**src/rtl/seg_dp_argmin_if.sv**
```systemverilog
// Emin stream in, D-table read port, and the per-row argmin result.
interface seg_dp_argmin_if #(
    parameter int BIT_WIDTH = 32,
    parameter int I         = 160
);
    localparam int IW = $clog2(I);

    logic [IW-1:0]        i_in;
    logic                 start_in;
    logic [IW-1:0]        j_in;
    logic [BIT_WIDTH-1:0] emin_in;
    logic                 emin_valid_in;
    logic [IW-1:0]        D_req;
    logic [BIT_WIDTH-1:0] D_resp;
    logic [IW-1:0]        i_out;
    logic [IW-1:0]        best_j_out;
    logic [BIT_WIDTH-1:0] best_cost_out;
    logic                 result_valid;
    logic                 busy_out;

    modport slave (
        input  i_in, start_in, j_in, emin_in,
        input  emin_valid_in, D_resp,
        output D_req, i_out, best_j_out,
        output best_cost_out, result_valid, busy_out
    );

    modport master (
        output i_in, start_in, j_in, emin_in,
        output emin_valid_in, D_resp,
        input  D_req, i_out, best_j_out,
        input  best_cost_out, result_valid, busy_out
    );
endinterface

```
**src/rtl/seg_dp_argmin.sv**
```systemverilog
// DP argmin over j of Emin(j,i) + D(j-1); emits D(i) and backpointer j*.
// Optional macro SEG_PENALTY_EN adds SEG_PENALTY to every candidate cost.
module seg_dp_argmin #(
    parameter int BIT_WIDTH   = 32,
    parameter int I           = 160
`ifdef SEG_PENALTY_EN
    ,
    parameter int SEG_PENALTY = 0
`endif
) (
    input logic clk_in,
    input logic rst_in,
    seg_dp_argmin_if.slave bus
);
    localparam int IW = $clog2(I);

    typedef enum logic [1:0] {IDLE, RUN, DRAIN} st_t;

    typedef struct packed {
        logic                 v;
        logic                 last;
        logic [IW-1:0]        j;
        logic [BIT_WIDTH-1:0] e;
    } ent_t;

    st_t                  st, st_nxt;
    ent_t                 s1, s2, s3;
    logic                 fin;
    logic [IW-1:0]        i_reg;
    logic [BIT_WIDTH-1:0] best;
    logic [IW-1:0]        best_j;

    logic                 push, last_in, better;
    logic [BIT_WIDTH-1:0] dterm, cost, c0;
    logic [BIT_WIDTH:0]   sum;
`ifdef SEG_PENALTY_EN
    logic [BIT_WIDTH:0]   sum_p;
`endif

    always_comb begin
        push    = (st == RUN) && bus.emin_valid_in &&
                  (bus.j_in <= i_reg);
        last_in = (bus.j_in == i_reg);
        st_nxt  = st;
        unique case (st)
            IDLE:    if (bus.start_in) st_nxt = RUN;
            RUN:     if (push && last_in) st_nxt = DRAIN;
            DRAIN:   if (fin) st_nxt = IDLE;
            default: st_nxt = IDLE;
        endcase
        bus.busy_out = (st != IDLE);
    end

    // Cost is formed at BIT_WIDTH+1 bits and clamped to all-ones.
    always_comb begin
        dterm = (s3.j == '0) ? '0 : bus.D_resp;
        sum   = {1'b0, s3.e} + {1'b0, dterm};
        c0    = sum[BIT_WIDTH] ? '1 : sum[BIT_WIDTH-1:0];
`ifdef SEG_PENALTY_EN
        sum_p = {1'b0, c0} + (BIT_WIDTH+1)'(SEG_PENALTY);
        cost  = sum_p[BIT_WIDTH] ? '1 : sum_p[BIT_WIDTH-1:0];
`else
        cost  = c0;
`endif
        better = s3.v && (cost < best);
    end

    always_ff @(posedge clk_in or negedge rst_in) begin
        if (!rst_in) begin
            st                <= IDLE;
            s1                <= '0;
            s2                <= '0;
            s3                <= '0;
            fin               <= 1'b0;
            i_reg             <= '0;
            best              <= '1;
            best_j            <= '0;
            bus.D_req         <= '0;
            bus.i_out         <= '0;
            bus.best_j_out    <= '0;
            bus.best_cost_out <= '0;
            bus.result_valid  <= 1'b0;
        end else begin
            st      <= st_nxt;
            s1.v    <= push;
            s1.last <= last_in;
            s1.j    <= bus.j_in;
            s1.e    <= bus.emin_in;
            s2      <= s1;
            s3      <= s2;
            fin     <= s3.v && s3.last;
            if (push) begin
                bus.D_req <= (bus.j_in == '0) ? '0 :
                             bus.j_in - IW'(1);
            end
            if (st == IDLE && bus.start_in) begin
                i_reg  <= bus.i_in;
                best   <= '1;
                best_j <= '0;
            end else if (better) begin
                best   <= cost;
                best_j <= s3.j;
            end
            bus.result_valid <= fin;
            if (fin) begin
                bus.i_out         <= i_reg;
                bus.best_j_out    <= best_j;
                bus.best_cost_out <= best;
            end
        end
    end
endmodule

```
**src/flat_wrapper.sv**
```systemverilog
// flat-port wrapper written by rule: the top's interface ports become plain ports
module seg_dp_argmin_flat 
#(
    parameter int BIT_WIDTH   = 32,
    parameter int I           = 160

)
  (clk_in, rst_in, bus_i_in, bus_start_in, bus_j_in, bus_emin_in, bus_emin_valid_in, bus_D_resp, bus_D_req, bus_i_out, bus_best_j_out, bus_best_cost_out, bus_result_valid, bus_busy_out);
  seg_dp_argmin_if #(.BIT_WIDTH(BIT_WIDTH), .I(I)) bus_i ();
  input logic clk_in;
  input logic rst_in;
  input wire logic [$bits(bus_i.i_in)-1:0] bus_i_in;
  input wire logic [$bits(bus_i.start_in)-1:0] bus_start_in;
  input wire logic [$bits(bus_i.j_in)-1:0] bus_j_in;
  input wire logic [$bits(bus_i.emin_in)-1:0] bus_emin_in;
  input wire logic [$bits(bus_i.emin_valid_in)-1:0] bus_emin_valid_in;
  input wire logic [$bits(bus_i.D_resp)-1:0] bus_D_resp;
  output wire logic [$bits(bus_i.D_req)-1:0] bus_D_req;
  output wire logic [$bits(bus_i.i_out)-1:0] bus_i_out;
  output wire logic [$bits(bus_i.best_j_out)-1:0] bus_best_j_out;
  output wire logic [$bits(bus_i.best_cost_out)-1:0] bus_best_cost_out;
  output wire logic [$bits(bus_i.result_valid)-1:0] bus_result_valid;
  output wire logic [$bits(bus_i.busy_out)-1:0] bus_busy_out;
  assign bus_i.i_in = bus_i_in;
  assign bus_i.start_in = bus_start_in;
  assign bus_i.j_in = bus_j_in;
  assign bus_i.emin_in = bus_emin_in;
  assign bus_i.emin_valid_in = bus_emin_valid_in;
  assign bus_i.D_resp = bus_D_resp;
  assign bus_D_req = bus_i.D_req;
  assign bus_i_out = bus_i.i_out;
  assign bus_best_j_out = bus_i.best_j_out;
  assign bus_best_cost_out = bus_i.best_cost_out;
  assign bus_result_valid = bus_i.result_valid;
  assign bus_busy_out = bus_i.busy_out;
  seg_dp_argmin #(.BIT_WIDTH(BIT_WIDTH), .I(I)) u_core (.clk_in(clk_in), .rst_in(rst_in), .bus(bus_i));
endmodule
```
**config.mk**
```make
export PLATFORM = sky130hd
export DESIGN_NAME = seg_dp_argmin_flat
export DESIGN_NICKNAME = d
export VERILOG_FILES = /design/src/rtl/seg_dp_argmin_if.sv /design/src/rtl/seg_dp_argmin.sv /design/src/flat_wrapper.sv
export SDC_FILE = /design/constraint.sdc
export NUM_CORES = 1
export LEC_CHECK = 0
export CORE_UTILIZATION = 55
export CTS_CLUSTER_DIAMETER = 100
export DETAILED_ROUTE_END_ITERATION = 6
export PLACE_DENSITY = 0.82
export SYNTH_ARGS = -nofsm -noshare
export SYNTH_HDL_FRONTEND = slang
export SYNTH_SLANG_ARGS = --single-unit
```
**constraint.sdc**
```tcl
create_clock -name clk_in -period 6.6 [get_ports clk_in]
set_input_delay 1.65 -clock clk_in [delete_from_list [all_inputs] [get_ports clk_in]]
set_output_delay 1.65 -clock clk_in [all_outputs]
set_load 0.01 [all_outputs]
```
==> results.txt <==
After detailed routing, the average wire length per cell comes to around 16 um. The maximum vdd ir drop came out at 0.201 mV. The HPWL reported at the end of detailed placement is 16200 um.

The initial utilization of the core area, before any placement, comes to 0.564. The leftover overflow at the end of global routing came out at 0. The critical-path maximum fanout is 30. The die height is 141 um. The proportion of synthesized flip-flops having asynchronous set or reset is 1.00.

The clock net in this run drives a total of 234 sinks. The signal on the critical path passes through clkdlybuf4s50_1 -> and2_1 -> ha_1 -> fa_1 -> a211oi_1 -> o211ai_1 -> a211oi_2 -> a211oi_4 -> nor2_1 -> buf_12 -> nand2_1 -> ha_1 -> a211oi_1 -> o21ai_0 -> a221oi_1 -> o211ai_1 -> a21oi_1 -> and3_1 -> buf_4 -> and3_1 -> o21ai_1. The number of synthesized flops with an enable pin came out at 0. The largest registers in the layout are u_core.s1 (42), u_core.s2 (42), u_core.s3 (42). The number of hold-repair buffers added at the cts stage came out at 0. Measured along the x axis, the die boundary spans 141 um. The final setup violation count is 0.

The proportion of synthesized chip area in sequential cells is 0.555. Setup repair after global routing left no endpoint under its margin. The post-layout minimum cycle time came out at 6.33 ns. The pre-antenna-repair detailed-routing pass consisted of 7 iterations. The total of warnings raised by yosys is 0. The final number of hold-violating endpoints is 0. After synthesis, the netlist uses 59 different library cells. The run finished with clean final reports. The data arrival time of the critical path came out at 6.73 ns. The worst hold path terminates at u_core.s3[2]. Clock latency on the worst-skew pair, taken at its later pin, is 0.51 ns. The slowest stage of the critical path belongs to the cell sky130_fd_sc_hd__a221oi_1. The boundary pin count came out at between 100 and 150. The number of I/O port buffers came out at 141. The mean cell area of the mapped netlist came out at 11.2 sq um. The area of the core region is between 15000 and 20000 sq um. At the pin with the least slew margin, the transition time is 1.13 ns. In this run the static leakage power is between 6 and 7 nW. TritonCTS built the clock tree.

The count of final max-slew check failures is 0. The min-delay analysis places its worst path in the category reg -> reg. After clock tree synthesis, the repair step resized 0 gates. In this run the number of H-tree levels came out at 1. The setup slack after placement came out at -0.250 ns. The fraction of layout instances using a drive strength above 1 came out at 0.141. The highest achievable clock rate is ~160 MHz.

The full die area came out at about 20000 sq um. The deepest clock path buffer count came out at 3. The detailed-route vias per instance came out at about 5.5. The global placer's final weighted congestion is 0.898. The total wire length came out at around 23000 um. The maximum cell stage delay along the critical path is between 0.4 and 0.5 ns. The overall power is 4.76 mW. The worst setup path is captured at a flip-flop.

The clock skew after layout came out at 0.0191 ns. The worst path meets setup with roughly 0.27 ns of slack. The synthesis-to-layout area growth came out at 24.6%.

Buffers inserted during clock tree synthesis total 23. In this run the tightest slew margin relative to its limit is 0.246. The net count after synthesis is 1107.

The clock transition at the registers of the reported paths is 0.06 ns. In the routed design, unresolved DRC markers number 0. The cell row count is 50. The worst setup path is of the in -> reg kind.

The synthesized netlist occupies a cell area of 10600 sq um. The origin of the critical flop-to-flop path is u_core.s3[38]. The routed layout has 7528 vias. The required time of the critical path came out at approximately 7 ns. For this run, the leading register cell type out of synthesis is sky130_fd_sc_hd__dfrtp_1. The worst-case register-to-register setup slack is 0.51 ns. The worst hold path begins at u_core.s2[2].

The final antenna diode count is 0. The hold-critical path depth is 0. The global-route wire length before repair came out at 37700 um. The critical path launch point type is a primary input. Clock tree synthesis selected as its root buffer the cell sky130_fd_sc_hd__clkbuf_16. The filler cells instantiated in the layout total 1342.

The number of global-route vias before repair is around 7500. In this run the remaining antenna-violating nets after routing total 0. The cell count after synthesis came out at 950. The number of violations of the max-capacitance limit is 0.

The global-route total usage across every layer is 0.239. The length in cells of the worst reg-to-reg path came out at 22. In this run the post-CTS setup repair buffer count came out at 0. The total power per unit cell area is roughly 360 nW/um^2. In the final design database the tool counted 1260 nets. In this run, the number of DRC markers left after iteration 0 of detailed routing was approximately 480. The period utilization is 0.959. The initial antenna violation count is 0. The endpoint of the lowest-slack register-to-register path is u_core.best[25]. The pin count of the biggest net entering global routing is 105. The flip-flop and latch count after synthesis came out at ~230. The worst hold margin came out at between 0.3 and 0.4 ns.
==> where the power goes <==
group | leakage (nW) | switching [mW] | total [mW] | internal, mW
combinational | 2.95 | 0.720 | 1.40 | 0.682
sequential | 2.82 | 0.169 | 1.93 | 1.76
clock | 0.410 | 0.540 | 1.42 | 0.883
==> metal layers <==
metal  part of all wire  GRT usage
met5                  0          0
met4              0.016     0.0515
met3              0.044     0.0380
met2               0.47      0.390
met1               0.47      0.340
==> final cells by class <==
| class | instances | area (sq um) | share of cell area |
|---|---|---|---|
| clock buffer | 29 | 638 | 0.0482 |
| clock inverter | 12 | 199 | 0.0150 |
| inverter | 55 | 206 | 0.0156 |
| multi-input combinational | 629 | 4380 | 0.331 |
| sequential | 234 | 5900 | 0.446 |
| tap | 260 | 325 | 0.0246 |
| timing repair buffer | 160 | 1580 | 0.120 |
==> cells in the final DEF (no fill, tap or decap), types with 10 or more instances in the layout <==
cell                                n
sky130_fd_sc_hd__xor2_1            10
sky130_fd_sc_hd__clkbuf_16         23
sky130_fd_sc_hd__and3_1            13
sky130_fd_sc_hd__buf_4             17
sky130_fd_sc_hd__a21oi_1           51
sky130_fd_sc_hd__nand4_1           12
sky130_fd_sc_hd__ha_1              72
sky130_fd_sc_hd__xnor2_1           14
sky130_fd_sc_hd__inv_1             55
sky130_fd_sc_hd__mux2_2            56
sky130_fd_sc_hd__o21ai_0           52
sky130_fd_sc_hd__a21o_1            20
sky130_fd_sc_hd__clkdlybuf4s50_1  140
sky130_fd_sc_hd__nor2_1            75
sky130_fd_sc_hd__dfstp_2           32
sky130_fd_sc_hd__dfrtp_1          201
sky130_fd_sc_hd__nor3_1            12
sky130_fd_sc_hd__and2_1            36
sky130_fd_sc_hd__nand2_1           87
sky130_fd_sc_hd__nand3_1           15
==> worst max-delay path by stage <==
| stage | endpoint | from | cells past startpoint |
|---|---|---|---|
| after floorplan | u_core.best_j[0] | bus_D_resp[0] | 21 |
| after global placement | u_core.best[25] | bus_D_resp[0] | 20 |
| after detailed placement | u_core.best[25] | bus_D_resp[0] | 20 |
| after CTS | u_core.best[25] | u_core.s3[38] | 21 |
| after global routing | u_core.best[23] | bus_D_resp[0] | 21 |
| final | u_core.best[25] | bus_D_resp[0] | 21 |
==> critical path, delay by kind of cell <==
| family | cells | cell delay, ns |
|---|---|---|
| buffers and inverters | 3 | 0.86 |
| adders and majority gates | 3 | 0.94 |
| and+or+nand+nor | 5 | 0.94 |
| AOI/OAI and AO/OA | 10 | 2.33 |
==> through the flow <==
step | std cells | area, sq um | TNS, ns | utilization
after floorplan | 950 | 10600 | 0 | -
after global routing | 1379 | 13200 | 0 | 0.702
after detailed placement | 1338 | 12400 | -5.01 | 0.657
after global placement | 1338 | 12400 | 0 | 0.657
final | 1379 | 13200 | 0 | 0.702
after CTS | 1379 | 13200 | 0 | 0.702
==> synth_stat cells (3+ instances only) <==
master	number	area [sq um]
sky130_fd_sc_hd__nor4_1	5	31.3
sky130_fd_sc_hd__buf_1	5	18.8
sky130_fd_sc_hd__nand2b_1	7	43.8
sky130_fd_sc_hd__and3_1	13	81.3
sky130_fd_sc_hd__o21ai_1	8	40.0
sky130_fd_sc_hd__xnor2_1	14	123
sky130_fd_sc_hd__o21a_1	8	60.1
sky130_fd_sc_hd__nand3_1	15	75.1
sky130_fd_sc_hd__nand4_1	12	75.1
sky130_fd_sc_hd__o211ai_1	7	52.6
sky130_fd_sc_hd__a21o_1	20	150
sky130_fd_sc_hd__xor2_1	10	87.6
sky130_fd_sc_hd__and2_1	36	225
sky130_fd_sc_hd__o21ai_0	52	260
sky130_fd_sc_hd__a211o_1	5	43.8
sky130_fd_sc_hd__a221oi_1	3	26.3
sky130_fd_sc_hd__ha_1	72	901
sky130_fd_sc_hd__a2111oi_0	4	35.0
sky130_fd_sc_hd__inv_1	55	206
sky130_fd_sc_hd__dfstp_2	32	841
sky130_fd_sc_hd__a211oi_1	5	37.5
sky130_fd_sc_hd__o31ai_1	6	45.0
sky130_fd_sc_hd__nor2b_1	3	18.8
sky130_fd_sc_hd__clkbuf_1	15	56.3
sky130_fd_sc_hd__mux2_2	56	631
sky130_fd_sc_hd__a21oi_1	51	255
sky130_fd_sc_hd__a31oi_1	5	31.3
sky130_fd_sc_hd__nor3_1	12	60.1
sky130_fd_sc_hd__nand2_1	88	330
sky130_fd_sc_hd__a2bb2oi_1	5	43.8
sky130_fd_sc_hd__dfrtp_1	202	5050
sky130_fd_sc_hd__nor2_1	75	282
sky130_fd_sc_hd__buf_2	10	50.1
sky130_fd_sc_hd__mux2i_1	3	30.0
==> cells by family after synthesis <==
group / synth area share
DFF: 0.555
xor gates and xnor gates: 0.0198
adders and majority gates: 0.0868
muxes: 0.0622
buffers and inverters: 0.0330
and+or+nand+nor: 0.122
AOI/OAI and AO/OA: 0.121
No activity file was read; power rests on OpenSTA's default activity.
